### config.mk
export PLATFORM = sky130hd
export DESIGN_NAME = seven_seg_bin_display
export DESIGN_NICKNAME = d
export VERILOG_FILES = /design/src/rtl/seven_seg_pkg.sv /design/src/rtl/seven_seg_digit_enc.sv /design/src/rtl/seven_seg_bin_display.sv
export SDC_FILE = /design/constraint.sdc
export NUM_CORES = 1
export LEC_CHECK = 0
export CORE_MARGIN = 2
export CORE_UTILIZATION = 50
export CTS_BUF_LIST = sky130_fd_sc_hd__clkbuf_4 sky130_fd_sc_hd__clkbuf_8
export CTS_CLUSTER_DIAMETER = 30
export DETAILED_ROUTE_END_ITERATION = 8
export PLACE_DENSITY = 0.78
export RECOVER_POWER = 25
export SLEW_MARGIN = 30
export SYNTH_ARGS = -nofsm -noshare
export SYNTH_HDL_FRONTEND = slang
export SYNTH_SLANG_ARGS = --single-unit
### constraint.sdc
create_clock -name clk -period 3.9 [get_ports clk]
set_clock_uncertainty 0.05 [all_clocks]
set_input_delay 0.585 -clock clk [delete_from_list [all_inputs] [get_ports clk]]
set_output_delay 0.585 -clock clk [all_outputs]
set_load 0.05 [all_outputs]
### src/rtl/seven_seg_pkg.sv
// seven_seg_pkg
// Shared constants for the binary-to-seven-segment display slice:
//   - active-low segment codes {g,f,e,d,c,b,a} for digits 0..9, blank, dash
//   - FSM state enumeration for the converter
//   - elaboration-time helper computing the largest displayable value
package seven_seg_pkg;

  localparam logic [6:0] SEG_0     = 7'b1000000;
  localparam logic [6:0] SEG_1     = 7'b1111001;
  localparam logic [6:0] SEG_2     = 7'b0100100;
  localparam logic [6:0] SEG_3     = 7'b0110000;
  localparam logic [6:0] SEG_4     = 7'b0011001;
  localparam logic [6:0] SEG_5     = 7'b0010010;
  localparam logic [6:0] SEG_6     = 7'b0000010;
  localparam logic [6:0] SEG_7     = 7'b1111000;
  localparam logic [6:0] SEG_8     = 7'b0000000;
  localparam logic [6:0] SEG_9     = 7'b0010000;
  localparam logic [6:0] SEG_BLANK = 7'b1111111;
  localparam logic [6:0] SEG_DASH  = 7'b0111111;

  typedef enum logic [1:0] {
    ST_IDLE  = 2'd0,
    ST_SHIFT = 2'd1,
    ST_LOAD  = 2'd2
  } state_t;

  // 10^n - 1, the largest value that fits in n decimal digits.
  function automatic logic [31:0] max_display_value(input int n);
    logic [31:0] p;
    p = 32'd1;
    for (int i = 0; i < n; i++) begin
      p = p * 32'd10;
    end
    return p - 32'd1;
  endfunction

endpackage

### src/rtl/seven_seg_digit_enc.sv
// seven_seg_digit_enc
// Combinational encoder for one seven-segment digit (active-low segments).
// Ports:
//   bcd   - 4-bit BCD digit value
//   blank - force all segments off
//   dash  - show a dash (takes priority over blank and the digit value)
//   seg   - segments {g,f,e,d,c,b,a}, active-low
module seven_seg_digit_enc
  import seven_seg_pkg::*;
(
  input  logic [3:0] bcd,
  input  logic       blank,
  input  logic       dash,
  output logic [6:0] seg
);

  always_comb begin
    seg = SEG_BLANK;
    if (dash) begin
      seg = SEG_DASH;
    end else if (!blank) begin
      case (bcd)
        4'd0:    seg = SEG_0;
        4'd1:    seg = SEG_1;
        4'd2:    seg = SEG_2;
        4'd3:    seg = SEG_3;
        4'd4:    seg = SEG_4;
        4'd5:    seg = SEG_5;
        4'd6:    seg = SEG_6;
        4'd7:    seg = SEG_7;
        4'd8:    seg = SEG_8;
        4'd9:    seg = SEG_9;
        // Non-BCD nibbles only arise when the value overflowed, and that
        // case is already shown as a dash.
        default: seg = SEG_BLANK;
      endcase
    end
  end

endmodule

### src/rtl/seven_seg_bin_display.sv
// seven_seg_bin_display
// Converts an unsigned binary value to NUM_DIGITS decimal seven-segment
// digits using the shift-and-add-3 (double dabble) algorithm, one bit per
// clock, then registers the segment pattern.
// Optional build macro: SEVEN_SEG_LZ_BLANK_EN -- blank leading zero digits
// (digit 0 is never blanked). Without it all leading zeros are shown.
// Ports:
//   clk      - system clock, rising edge
//   rst      - synchronous active-high reset (priority over start)
//   start    - request conversion of bin_in, honoured only in IDLE
//   bin_in   - unsigned value, captured on the accepting edge
//   busy     - high whenever the converter is not idle
//   done     - one-cycle pulse when hex_out/overflow have been updated
//   overflow - last accepted value exceeded 10^NUM_DIGITS-1
//   hex_out  - active-low segments, digit 0 in bits [6:0]
module seven_seg_bin_display
  import seven_seg_pkg::*;
#(
  parameter int NUM_DIGITS = 4,
  parameter int BIN_W      = 14
)(
  input  logic                    clk,
  input  logic                    rst,
  input  logic                    start,
  input  logic [BIN_W-1:0]        bin_in,
  output logic                    busy,
  output logic                    done,
  output logic                    overflow,
  output logic [7*NUM_DIGITS-1:0] hex_out
);

  localparam int          BCD_W   = 4 * NUM_DIGITS;
  localparam int          HEX_W   = 7 * NUM_DIGITS;
  localparam int          CNT_W   = $clog2(BIN_W + 1);
  localparam logic [31:0] MAX_VAL = max_display_value(NUM_DIGITS);

  state_t             state_reg, state_next;
  logic [BIN_W-1:0]   bin_reg;
  logic [BCD_W-1:0]   bcd_reg;
  logic [CNT_W-1:0]   cnt_reg;
  logic               ovf_pending_reg;
  logic               ovf_reg;
  logic               done_reg;
  logic [HEX_W-1:0]   hex_reg;

  logic               accept;
  logic               shift_en;
  logic               load_en;
  logic [BCD_W-1:0]   bcd_adj;
  logic [BCD_W+BIN_W-1:0] shifted;
  logic [NUM_DIGITS-1:0]  blank;
  logic [HEX_W-1:0]   seg_all;
  logic [HEX_W-1:0]   hex_rst;

  // Add-3 correction on every nibble that would exceed 9 after doubling.
  genvar gi;
  generate
    for (gi = 0; gi < NUM_DIGITS; gi++) begin : g_adj
      assign bcd_adj[gi*4 +: 4] = (bcd_reg[gi*4 +: 4] >= 4'd5) ?
                                  bcd_reg[gi*4 +: 4] + 4'd3 :
                                  bcd_reg[gi*4 +: 4];
    end
  endgenerate

  assign shifted = {bcd_adj, bin_reg} << 1;

`ifdef SEVEN_SEG_LZ_BLANK_EN
  // A digit is blanked when it and every digit above it are zero.
  generate
    for (gi = 0; gi < NUM_DIGITS; gi++) begin : g_blank
      if (gi == 0) begin : g_lsd
        assign blank[gi] = 1'b0;
      end else begin : g_upper
        assign blank[gi] = (bcd_reg[BCD_W-1:gi*4] == '0);
      end
    end
  endgenerate

  generate
    for (gi = 0; gi < NUM_DIGITS; gi++) begin : g_rst
      assign hex_rst[gi*7 +: 7] = (gi == 0) ? SEG_0 : SEG_BLANK;
    end
  endgenerate
`else
  assign blank = '0;

  generate
    for (gi = 0; gi < NUM_DIGITS; gi++) begin : g_rst
      assign hex_rst[gi*7 +: 7] = SEG_0;
    end
  endgenerate
`endif

  generate
    for (gi = 0; gi < NUM_DIGITS; gi++) begin : g_enc
      seven_seg_digit_enc u_enc (
        .bcd   (bcd_reg[gi*4 +: 4]),
        .blank (blank[gi]),
        .dash  (ovf_pending_reg),
        .seg   (seg_all[gi*7 +: 7])
      );
    end
  endgenerate

  always_comb begin
    state_next = state_reg;
    accept     = 1'b0;
    shift_en   = 1'b0;
    load_en    = 1'b0;
    case (state_reg)
      ST_IDLE: begin
        if (start) begin
          accept     = 1'b1;
          state_next = ST_SHIFT;
        end
      end
      ST_SHIFT: begin
        shift_en = 1'b1;
        // cnt_reg == 1 means this edge performs the final shift.
        if (cnt_reg == CNT_W'(1)) begin
          state_next = ST_LOAD;
        end
      end
      ST_LOAD: begin
        load_en    = 1'b1;
        state_next = ST_IDLE;
      end
      default: state_next = ST_IDLE;
    endcase
  end

  always_ff @(posedge clk) begin
    if (rst) begin
      state_reg       <= ST_IDLE;
      bin_reg         <= '0;
      bcd_reg         <= '0;
      cnt_reg         <= '0;
      ovf_pending_reg <= 1'b0;
      ovf_reg         <= 1'b0;
      done_reg        <= 1'b0;
      hex_reg         <= hex_rst;
    end else begin
      state_reg <= state_next;
      done_reg  <= load_en;
      if (accept) begin
        bin_reg         <= bin_in;
        bcd_reg         <= '0;
        cnt_reg         <= CNT_W'(BIN_W);
        ovf_pending_reg <= (32'(bin_in) > MAX_VAL);
      end
      if (shift_en) begin
        bcd_reg <= shifted[BCD_W+BIN_W-1:BIN_W];
        bin_reg <= shifted[BIN_W-1:0];
        cnt_reg <= cnt_reg - CNT_W'(1);
      end
      if (load_en) begin
        hex_reg <= seg_all;
        ovf_reg <= ovf_pending_reg;
      end
    end
  end

  assign busy     = (state_reg != ST_IDLE);
  assign done     = done_reg;
  assign overflow = ovf_reg;
  assign hex_out  = hex_reg;

endmodule

Yosys cells after proc, flatten, opt, wreduce, memory -nomap -nowiden
Memory sizes are Yosys's and may differ from the RTL's. A register that Yosys moved wholly into a read port is not among the register bits.
Index checks and enable logic that the tools add are counted.
W data, S select, Z words.
- reductions and logical operators: 5
- add/sub/neg operators: 5
- multiplexer cells: 29
- order comparisons: 5
- equal/unequal tests: 5
- operator list (operator ; count):
    $mux W4 ; 13
    $mux W16 ; 2
    $mux W14 ; 2
    $mux W7 ; 4
    $ge A4 B3 Y1 const B ; 4
    $gt A14 B14 Y1 const B ; 1
    $add A4 B2 Y4 const B ; 3
    $eq A4 B1 Y1 const B ; 1
    $mux W1 ; 4
    $mux W2 ; 2
    $ne A2 B2 Y1 const B ; 2
    $pmux W2 S2 ; 1
    $reduce_bool A2 Y1 ; 2
    $sub A4 B1 Y4 const B ; 1
    $add A3 B2 Y3 const B ; 1
    $mux W3 ; 1
    $eq A2 B1 Y1 const B ; 1
    $eq A2 B2 Y1 const B ; 1
    $logic_not A2 Y1 ; 1
    $reduce_and A2 Y1 ; 1
    $reduce_or A2 Y1 ; 1
- word-level logic and storage cells: 62
- bits in read-only memories: 448
- memories kept: 4
- register bits after elaboration: 67
- memories (memory ; words ; width ; read ports ; clocked after Yosys merged registers in ; write ports ; line ; text):
    (name not given) ; 16 ; 7 ; 1 ; 1 ; 0 ; seven_seg_digit_enc.sv:22 ; case (bcd)
    (name not given) ; 16 ; 7 ; 1 ; 1 ; 0 ; seven_seg_digit_enc.sv:22 ;
    (name not given) ; 16 ; 7 ; 1 ; 1 ; 0 ; seven_seg_digit_enc.sv:22 ;
    (name not given) ; 16 ; 7 ; 1 ; 1 ; 0 ; seven_seg_digit_enc.sv:22 ;

Depth between registers and ports, before layout
Gate-level depths: netlist (run 1).
- depth after elaboration: 6
- mapped depth: 12
- gate-level depth less buffers: 11

By module
A second synthesis (run 1) with hierarchy kept.
- cells, all modules: 453
- area total of the unflattened synthesis: 3756.1 um2
- modules (own cells, without submodules) (module ; area each (um2) ; instances ; cells each ; seq. area each (um2)):
    seven_seg_bin_display ; 2830.2 ; 1 ; 333 ; 1341.3
    seven_seg_digit_enc ; 231.5 ; 4 ; 30 ; 0.0

Least setup slack after synthesis (run 1)
OpenSTA, ideal clock, no wires.
- kind: input-to-reg
- start point: input port rst
- end point: register with a tool-made name
- library setup time: 122 ps
- buffers on the path: 4
- stages on the path: 9
- setup slack: 1128 ps
- arrival: 2600 ps
- cells stage by stage: clkbuf_1 > clkbuf_1 > clkbuf_1 > buf_1 > nor2_1 > inv_1 > ha_1 > or4b_1 > o311a_1
- RTL lines (what ; line ; text):
    from (decl) ; seven_seg_bin_display.sv:23 ; input logic rst,

==> results of run 1 <==
cells in the mapped netlist (all sizes together), types with 3 or more instances:
master and instances:
or2 3, and4bb 3, a2111oi 6, nand3b 4, nand2b 8, dfxtp 95, ha 30, a21oi 17
and2 9, a31oi 3, a211oi 20, clkbuf 25, nor2 73, nand3 12, a32o 4, buf 14
a311oi 6, o22ai 13, a21o 7, nor4bb 3, a221oi 6, inv 28, nor3 57, and4 3
nor4b 3, o21ai 13, o311a 7, nand2 23
worst max-delay path by stage:
stage,to
6_report,flop
5_1_grt,flop
4_1_cts,flop
3_5_place_dp,flop
3_3_place_gp,flop
2_1_floorplan,flop
metal layers:
metal / vias to the layer above / wire (um)
li1: 2013 / -
met1: 1943 / 4646
met2: 81 / 5051
met3: 17 / 352
met4: 0 / 195
met5: - / 0
power by group:
group          switching [mW]  internal, mW  total [mW]
Clock                   0.343         0.377       0.720
Combinational          0.0956        0.0586       0.154
Sequential             0.0226         0.994        1.02
cell type report:
cell class / instances / area [sq um]
multi-input cells: 376 / 2501
clock buffers: 11 / 138.9
repair buffers: 58 / 521.8
flip-flops and latches: 95 / 1903
fillers: 830 / 3819
clock inverters: 5 / 82.58
inverters: 30 / 112.6
well taps: 129 / 161.4
kinds of logic after synthesis:
| family | after synthesis | synth area share |
|---|---|---|
| compound gates | 124 | 0.2111 |
| fa+ha+maj | 30 | 0.07886 |
| buf+inv | 69 | 0.06519 |
| flops | 95 | 0.3996 |
| mux | 2 | 0.004469 |
| simple gates | 220 | 0.2408 |
critical path, cell delays in order:
cell and delay (ps):
clkdlybuf4s50_1 440, o21bai_1 770, clkbuf_1 390, a22oi_1 180
nor2_1 280, inv_1 140, ha_1 320, o311a_1 350
==> results.sh, run 1 <==
export IMPL_max_freq_mhz=308.0
export IMPL_firstDrtPassIters=4
export IMPL_dieWidth_um=101.6
export IMPL_drt_iter0_drc=195
export IMPL_setup_tns_ps=0
export IMPL_dp_cells=688
export IMPL_clock_path_buffers=2
export IMPL_r2r_cells=5
export IMPL_ys_ff_latch=95
export IMPL_preCtsSetupSlack_ps=766.4
export IMPL_hold_buffers=0
export IMPL_startpoint_type="input pin"
export IMPL_fin_ws_ps=652.9
export IMPL_final_cell_area_sq_mm=0.005421
export IMPL_synth_area_per_cell_sq_um=8.814
export IMPL_vias=4054
export IMPL_stdcell_count=704
export IMPL_final_cell_mix="dfxtp_1 (94), nor2_1 (72), nor3_1 (55)"
export IMPL_p_total_mw=1.891
export IMPL_post_cts_buffers=0
export IMPL_synth_edf_count=0
export IMPL_period_minus_slack_ps=3247
export IMPL_root_buffer="clkbuf_8"
export IMPL_top_usage_layer="met2"
export IMPL_async_reset_ff_frac=0
export IMPL_whs_ps=419.3
export IMPL_power_density_mw_per_mm2=348.7
export IMPL_wl_mm=10.25
export IMPL_post_route_drc_count=0
export IMPL_r2r_start="state_reg[0]$_SDFFE_PP0P_"
export IMPL_critPathKind="in2reg"
export IMPL_portBuffers=47
export IMPL_ctsResizeCount=0
export IMPL_place_area_sq_mm=0.005275
export IMPL_drv_slew=0
export IMPL_numCtsBuffers=9
export IMPL_finalCritPeriodShare=0.8326
export IMPL_dpl_hpwl_mm=6.986
export IMPL_fin_util=0.5867
export IMPL_grt_usage=0.2086
export IMPL_via_per_inst=5.759
export IMPL_synth_nets=587
export IMPL_crit_path_end_kind="flop"
export IMPL_peakVddDrop_mv=0.1721
export IMPL_yosysTopAreaCellShare=0.3996
export IMPL_diodes=0
export IMPL_regToRegSetupSlack_ps=790
export IMPL_place_congestion=0.8741
export IMPL_yosysUniqueCellTypes=75
export IMPL_ys_warn_count=0
export IMPL_cts_tree="done"
export IMPL_grt_pass1_wl_mm=17.42
export IMPL_clk_latency_ps=370
export IMPL_nNetsFinal=617
export IMPL_die_area_sq_mm=0.01032
export IMPL_synth_area_top_cells="dfxtp_1 (40%), ha_1 (7.9%), nor3_1 (5.8%)"
export IMPL_use_met2=0.3608
export IMPL_cap_violations=0
export IMPL_min_to="overflow$_SDFFE_PP0P_"
export IMPL_synth_top_cell_by_area="dfxtp_1"
export IMPL_grt_max_degree=41
export IMPL_num_io_pins=48
export IMPL_synth_seq_area_share=0.3996
export IMPL_rsz0062_at_grt="false"
export IMPL_layout_commonest_cell="dfxtp_1"
export IMPL_grtUsageMet3=0.03865
export IMPL_synth_ff_type="dfxtp_1"
export IMPL_num_rows=35
export IMPL_syn_cell_area_sq_mm=0.004760
export IMPL_avgRoutedWirePerCell_um=14.55
export IMPL_htreeDepth=3
export IMPL_slew_headroom=0.1057
export IMPL_hold_viol=0
export IMPL_power_leakage_nw=2.109
export IMPL_setup_viol=0
export IMPL_worstHoldStart="overflow$_SDFFE_PP0P_"
export IMPL_cts_sinks=95
export IMPL_coreArea_sq_mm=0.009240
export IMPL_drive_gt1_frac=0.07130
export IMPL_critPathLaunch="start"
export IMPL_whs_path_depth=2
export IMPL_min_path_type="reg2reg"
export IMPL_critPathMaxFanout=14
export IMPL_worstPathArrival_ps=3460
export IMPL_path_clk_slew_ps=90
export IMPL_status="complete, no violations"
export IMPL_start_util=0.5151
export IMPL_grt_util_met1=0.2555
export IMPL_grt_ovfl_total=0
export IMPL_worst_pin_slew_ps=1342
export IMPL_die_height_um=101.6
export IMPL_synthCells=540
export IMPL_syn_to_final_growth_pct=13.91
export IMPL_antenna_found_initial=0
export IMPL_grt_pass1_vias=3820
export IMPL_drtAntennaViolNets=0
export IMPL_crit_required_ps=4110
(Power assumes the default switching activity.)
==> run 2, diff against run 1 <==
- clock period: 3.9 -> 3.2 ns (I/O delays scaled with it)
==> results.sh, run 2 (same netlist as run 1, synthesis figures left out) <==
export IMPL_status="complete, no violations"
export IMPL_numCtsBuffers=9
export IMPL_via_per_inst=5.758
export IMPL_whs_path_depth=2
export IMPL_power_leakage_nw=2.094
export IMPL_portBuffers=47
export IMPL_nNetsFinal=621
export IMPL_hold_buffers=0
export IMPL_drv_slew=0
export IMPL_clk_latency_ps=380
export IMPL_slew_headroom=0.4321
export IMPL_syn_to_final_growth_pct=14.54
export IMPL_rsz0062_at_grt="false"
export IMPL_drt_iter0_drc=216
export IMPL_grt_pass1_wl_mm=18.11
export IMPL_grt_usage=0.2184
export IMPL_worst_pin_slew_ps=851.9
export IMPL_final_cell_mix="dfxtp_1 (94), nor2_1 (71), nor3_1 (55)"
export IMPL_dpl_hpwl_mm=7.325
export IMPL_worstPathArrival_ps=3090
export IMPL_stdcell_count=708
export IMPL_start_util=0.5151
export IMPL_num_io_pins=48
export IMPL_coreArea_sq_mm=0.009240
export IMPL_period_minus_slack_ps=2873
export IMPL_fin_util=0.5900
export IMPL_path_clk_slew_ps=90
export IMPL_r2r_start="bcd_reg[9]$_SDFFE_PP0N_"
export IMPL_critPathKind="reg2reg"
export IMPL_antenna_found_initial=0
export IMPL_post_route_drc_count=0
export IMPL_min_path_type="reg2reg"
export IMPL_drive_gt1_frac=0.08117
export IMPL_nFillCells=845
export IMPL_drtAntennaViolNets=0
export IMPL_critPathMaxFanout=7
export IMPL_worstHoldStart="overflow$_SDFFE_PP0P_"
export IMPL_dieWidth_um=101.6
export IMPL_die_area_sq_mm=0.01032
export IMPL_grt_pass1_vias=3942
export IMPL_grt_max_degree=89
export IMPL_r2r_cells=10
export IMPL_max_freq_mhz=348.0
export IMPL_firstDrtPassIters=5
export IMPL_layout_commonest_cell="dfxtp_1"
export IMPL_startpoint_type="flop"
export IMPL_avgRoutedWirePerCell_um=14.94
export IMPL_regArea_sq_mm=0.001903
export IMPL_cap_violations=0
export IMPL_cts_sinks=95
export IMPL_crit_required_ps=3420
export IMPL_hold_viol=0
export IMPL_final_cell_area_sq_mm=0.005451
export IMPL_peakVddDrop_mv=0.2479
export IMPL_clock_path_buffers=2
export IMPL_place_congestion=0.8510
export IMPL_setup_viol=0
export IMPL_multi_input_area_sq_mm=0.002529
export IMPL_die_height_um=101.6
export IMPL_min_to="overflow$_SDFFE_PP0P_"
export IMPL_power_density_mw_per_mm2=399.7
export IMPL_regToRegSetupSlack_ps=330
export IMPL_root_buffer="clkbuf_8"
export IMPL_fin_ws_ps=326.5
export IMPL_preCtsSetupSlack_ps=256.3
export IMPL_num_rows=35
export IMPL_cts_tree="done"
export IMPL_finalCritPeriodShare=0.8980
export IMPL_crit_path_end_kind="flop"
export IMPL_grt_ovfl_total=0
export IMPL_setup_tns_ps=0
export IMPL_diodes=0
export IMPL_dp_cells=692
export IMPL_vias=4077
export IMPL_wl_mm=10.58
export IMPL_htreeDepth=3
export IMPL_place_area_sq_mm=0.005318
## run 2: metrics by stage
step                hold WS [ps]  power [mW]
global placement           399.4       1.461
floorplan                  398.8       1.401
global route               435.0       2.268
detailed placement         404.9       1.467
CTS                        419.2       2.194
finish                     413.1       2.179
## run 2: where the power goes
part / total [mW] / switching (mW) / internal (mW)
combinational: 0.198 / 0.121 / 0.0762
clock: 0.743 / 0.452 / 0.291
sequential: 1.24 / 0.0261 / 1.21
total: 2.18 / 0.599 / 1.58
## run 2: cell type report
class | instances | share of cell area
multi-input combinational | 376 | 0.4639
timing repair buffer | 62 | 0.1035
sequential | 95 | 0.3491
clock buffer | 9 | 0.02272
clock inverter | 7 | 0.01056
tap | 129 | 0.02961
inverter | 30 | 0.02066
## run 2: metal layers
| metal | vias to the layer above | share of wire | global-route usage |
|---|---|---|---|
| met3 | 19 | 0.046 | 0.04003 |
| met4 | 0 | 0.020 | 0.09252 |
| li1 | 2025 | - | - |
| met5 | - | 0 | 0 |
| met1 | 1944 | 0.43 | 0.2609 |
| met2 | 89 | 0.50 | 0.3831 |
## run 2: worst max path at each step
stage	from	end	slack (ps)	depth (start not counted)
floorplan	rst	flop	530	9
global placement	start	flop	320	9
detailed placement	start	flop	260	9
CTS	bcd_reg[9]$_SDFFE_PP0N_	flop	290	10
global route	bcd_reg[9]$_SDFFE_PP0N_	flop	90	10
finish	bcd_reg[9]$_SDFFE_PP0N_	flop	330	10
## run 2: repair_timing
action	4_1_cts	5_1_grt
setup buffers	0	0
endpoints found under the setup margin	0	1
gates resized for setup	0	1
## run 2: critical path: stages (launching register included)
cell and delay [ps]:
dfxtp_1 390, inv_1 90, ha_1 170, nand2b_1 220, a2111oi_1 480, nor3_2 160
nor2_1 190, inv_1 110, ha_1 210, or4_1 560, o311a_1 130
==> run 3, diff against run 2 <==
- CAP_MARGIN: default -> 20
- PLACE_DENSITY: 0.78 -> 0.8
- SYNTH_HIERARCHICAL: default -> 1
- TNS_END_PERCENT: default -> 10
==> results.sh, run 3 <==
export IMPL_crit_path_end_kind="output pin"
export IMPL_dieWidth_um=90.67
export IMPL_antenna_found_initial=0
export IMPL_grt_pass1_vias=3038
export IMPL_nFillCells=654
export IMPL_synth_top_cell_by_area="dfxtp_1"
export IMPL_vias=3239
export IMPL_synth_edf_count=0
export IMPL_drive_gt1_frac=0.06719
export IMPL_synthMuxAreaShare=0.02132
export IMPL_crit_required_ps=2670
export IMPL_synth_area_top_cells="dfxtp_1 (36%), ha_1 (10%), nand2_1 (7.4%)"
export IMPL_post_cts_buffers=0
export IMPL_rsz0062_at_grt="false"
export IMPL_worstPathArrival_ps=2130
export IMPL_period_minus_slack_ps=2663
export IMPL_htreeDepth=3
export IMPL_cap_violations=1
export IMPL_yosys_area_share_adder=0.09993
export IMPL_regToRegSetupSlack_ps=770
export IMPL_async_reset_ff_frac=0
export IMPL_hold_viol=0
export IMPL_hold_buffers=0
export IMPL_synth_top_family_by_area="compound AO/OA/AOI/OAI gates"
export IMPL_ys_top_cells_by_count="nand2_1 (74), dfxtp_1 (67), a21oi_1 (40), o21ai_0 (35), ha_1 (30)"
export IMPL_clk_latency_ps=340
export IMPL_path_clk_slew_ps=70
export IMPL_p_total_mw=1.716
export IMPL_peakVddDrop_mv=0.2152
export IMPL_nNetsFinal=548
export IMPL_wl_mm=7.731
export IMPL_grt_usage=0.1966
export IMPL_syn_to_final_growth_pct=17.29
export IMPL_yosys_area_share_simple=0.1975
export IMPL_avgRoutedWirePerCell_um=12.78
export IMPL_layout_commonest_cell="nand2_1"
export IMPL_num_io_pins=48
export IMPL_post_route_drc_count=0
export IMPL_yosysTopAreaCellShare=0.3571
export IMPL_place_congestion=0.8257
export IMPL_num_rows=31
export IMPL_synth_seq_area_share=0.3571
export IMPL_dpl_hpwl_mm=5.281
export IMPL_slew_headroom=0.003707
export IMPL_critPathMaxFanout=18
export IMPL_clock_path_buffers=2
export IMPL_ys_warn_count=6
export IMPL_drv_slew=0
export IMPL_final_cell_mix="nand2_1 (74), dfxtp_1 (67), clkdlybuf4s50_1 (45)"
export IMPL_synth_area_per_cell_sq_um=8.292
export IMPL_synth_ff_type="dfxtp_1"
export IMPL_fin_util=0.6074
export IMPL_via_per_inst=5.354
export IMPL_grt_ovfl_total=0
export IMPL_coreArea_sq_mm=0.007253
export IMPL_finalCritPeriodShare=0.8322
export IMPL_drt_iter0_drc=200
export IMPL_ys_ff_latch=67
export IMPL_firstDrtPassIters=5
export IMPL_max_freq_mhz=375.5
export IMPL_cts_sinks=67
export IMPL_cts_tree="done"
export IMPL_largest_register_ffs=28
export IMPL_grt_pass1_wl_mm=13.44
export IMPL_portBuffers=47
export IMPL_violations="max-capacitance violations"
export IMPL_status="finished with violations"
export IMPL_synth_xor_area_share=0.02565
export IMPL_drtAntennaViolNets=0
export IMPL_power_leakage_nw=1.628
export IMPL_yosysMostFrequentCell="nand2_1"
export IMPL_min_path_type="reg2reg"
export IMPL_setup_tns_ps=0
export IMPL_yosysUniqueCellTypes=41
export IMPL_synthCells=453
export IMPL_power_density_mw_per_mm2=389.5
export IMPL_startpoint_type="flop"
export IMPL_critPathKind="reg2out"
export IMPL_die_area_sq_mm=0.008221
export IMPL_root_buffer="clkbuf_8"
export IMPL_worst_pin_slew_ps=1494
export IMPL_ctsResizeCount=0
export IMPL_diodes=0
export IMPL_grt_max_degree=34
export IMPL_numCtsBuffers=9
export IMPL_setup_viol=0
export IMPL_syn_cell_area_sq_mm=0.003756
export IMPL_synth_compound_area_frac=0.2179
export IMPL_start_util=0.5179
export IMPL_die_height_um=90.67
## run 3: cell count changes after synthesis, sizes merged, moves of 8 or more
cell    before  now
nand2       23   74
nor2        73   28
nor3        57   17
dfxtp       95   67
o21ai       13   40
a21oi       17   40
clkbuf      25    4
a22o         1   11
buf         14   24
and2         9    0
a211oi      20   12
xnor2        0    8
## run 3: cell type report
type	count	area, sq um	area share
multi-input cells	345	2172	0.4930
flip-flops and latches	67	1341	0.3045
repair buffers	50	479.2	0.1088
clock buffers	14	173.9	0.03948
well taps	99	123.9	0.02812
inverters	28	105.1	0.02386
clock inverters	2	10.01	0.002272
## run 3: stage by stage
step | cell area [sq um] | setup WS [ps] | instances | hold WS, ps
after global placement | 4230 | 985.7 | 589 | 393.3
after global routing | 4405 | 439.1 | 605 | 424.0
after floorplan | 3812 | 1531 | 468 | 396.0
after detailed placement | 4230 | 934.4 | 589 | 397.0
final | 4405 | 537.0 | 605 | 403.5
after CTS | 4414 | 663.3 | 605 | 406.2
## run 3: final timing paths
kind | startpoint | end | depth (start not counted)
max | state_reg[0]$_SDFFE_PP0P_ | busy | 3
min | hex_out[10]$_SDFFE_PP0P_ | hex_out[10]$_SDFFE_PP0P_ | 2
min reg2reg | hex_out[10]$_SDFFE_PP0P_ | hex_out[10]$_SDFFE_PP0P_ | 2
max reg2reg | state_reg[0]$_SDFFE_PP0P_ | hex_out[18]$_SDFFE_PP0P_ | 5
## run 3: logic make-up after synthesis
group	Yosys count
other cells	1
xor+xnor	11
simple gates	149
flops	67
buf+inv	56
compound gates	131
mux	8
fa+ha+maj	30
## run 3: where the power goes
group	internal [mW]	leakage (nW)	total (mW)	switching, mW
Combinational	0.0738	0.982	0.177	0.104
Clock	0.348	0.101	0.652	0.304
Sequential	0.861	0.545	0.887	0.0263
## run 3: layer usage
metal | GRT usage | vias up | wire length, um
li1 | - | 1646 | -
met1 | 0.2516 | 1490 | 3585
met2 | 0.3271 | 93 | 3593
met4 | 0.08462 | 0 | 119
met5 | 0 | - | 0
met3 | 0.03172 | 10 | 432
## run 3: worst max-delay path: stages (launching register included)
cell and delay, ps:
dfxtp_1 540, inv_1 320, nand2_1 130, clkdlybuf4s50_1 810
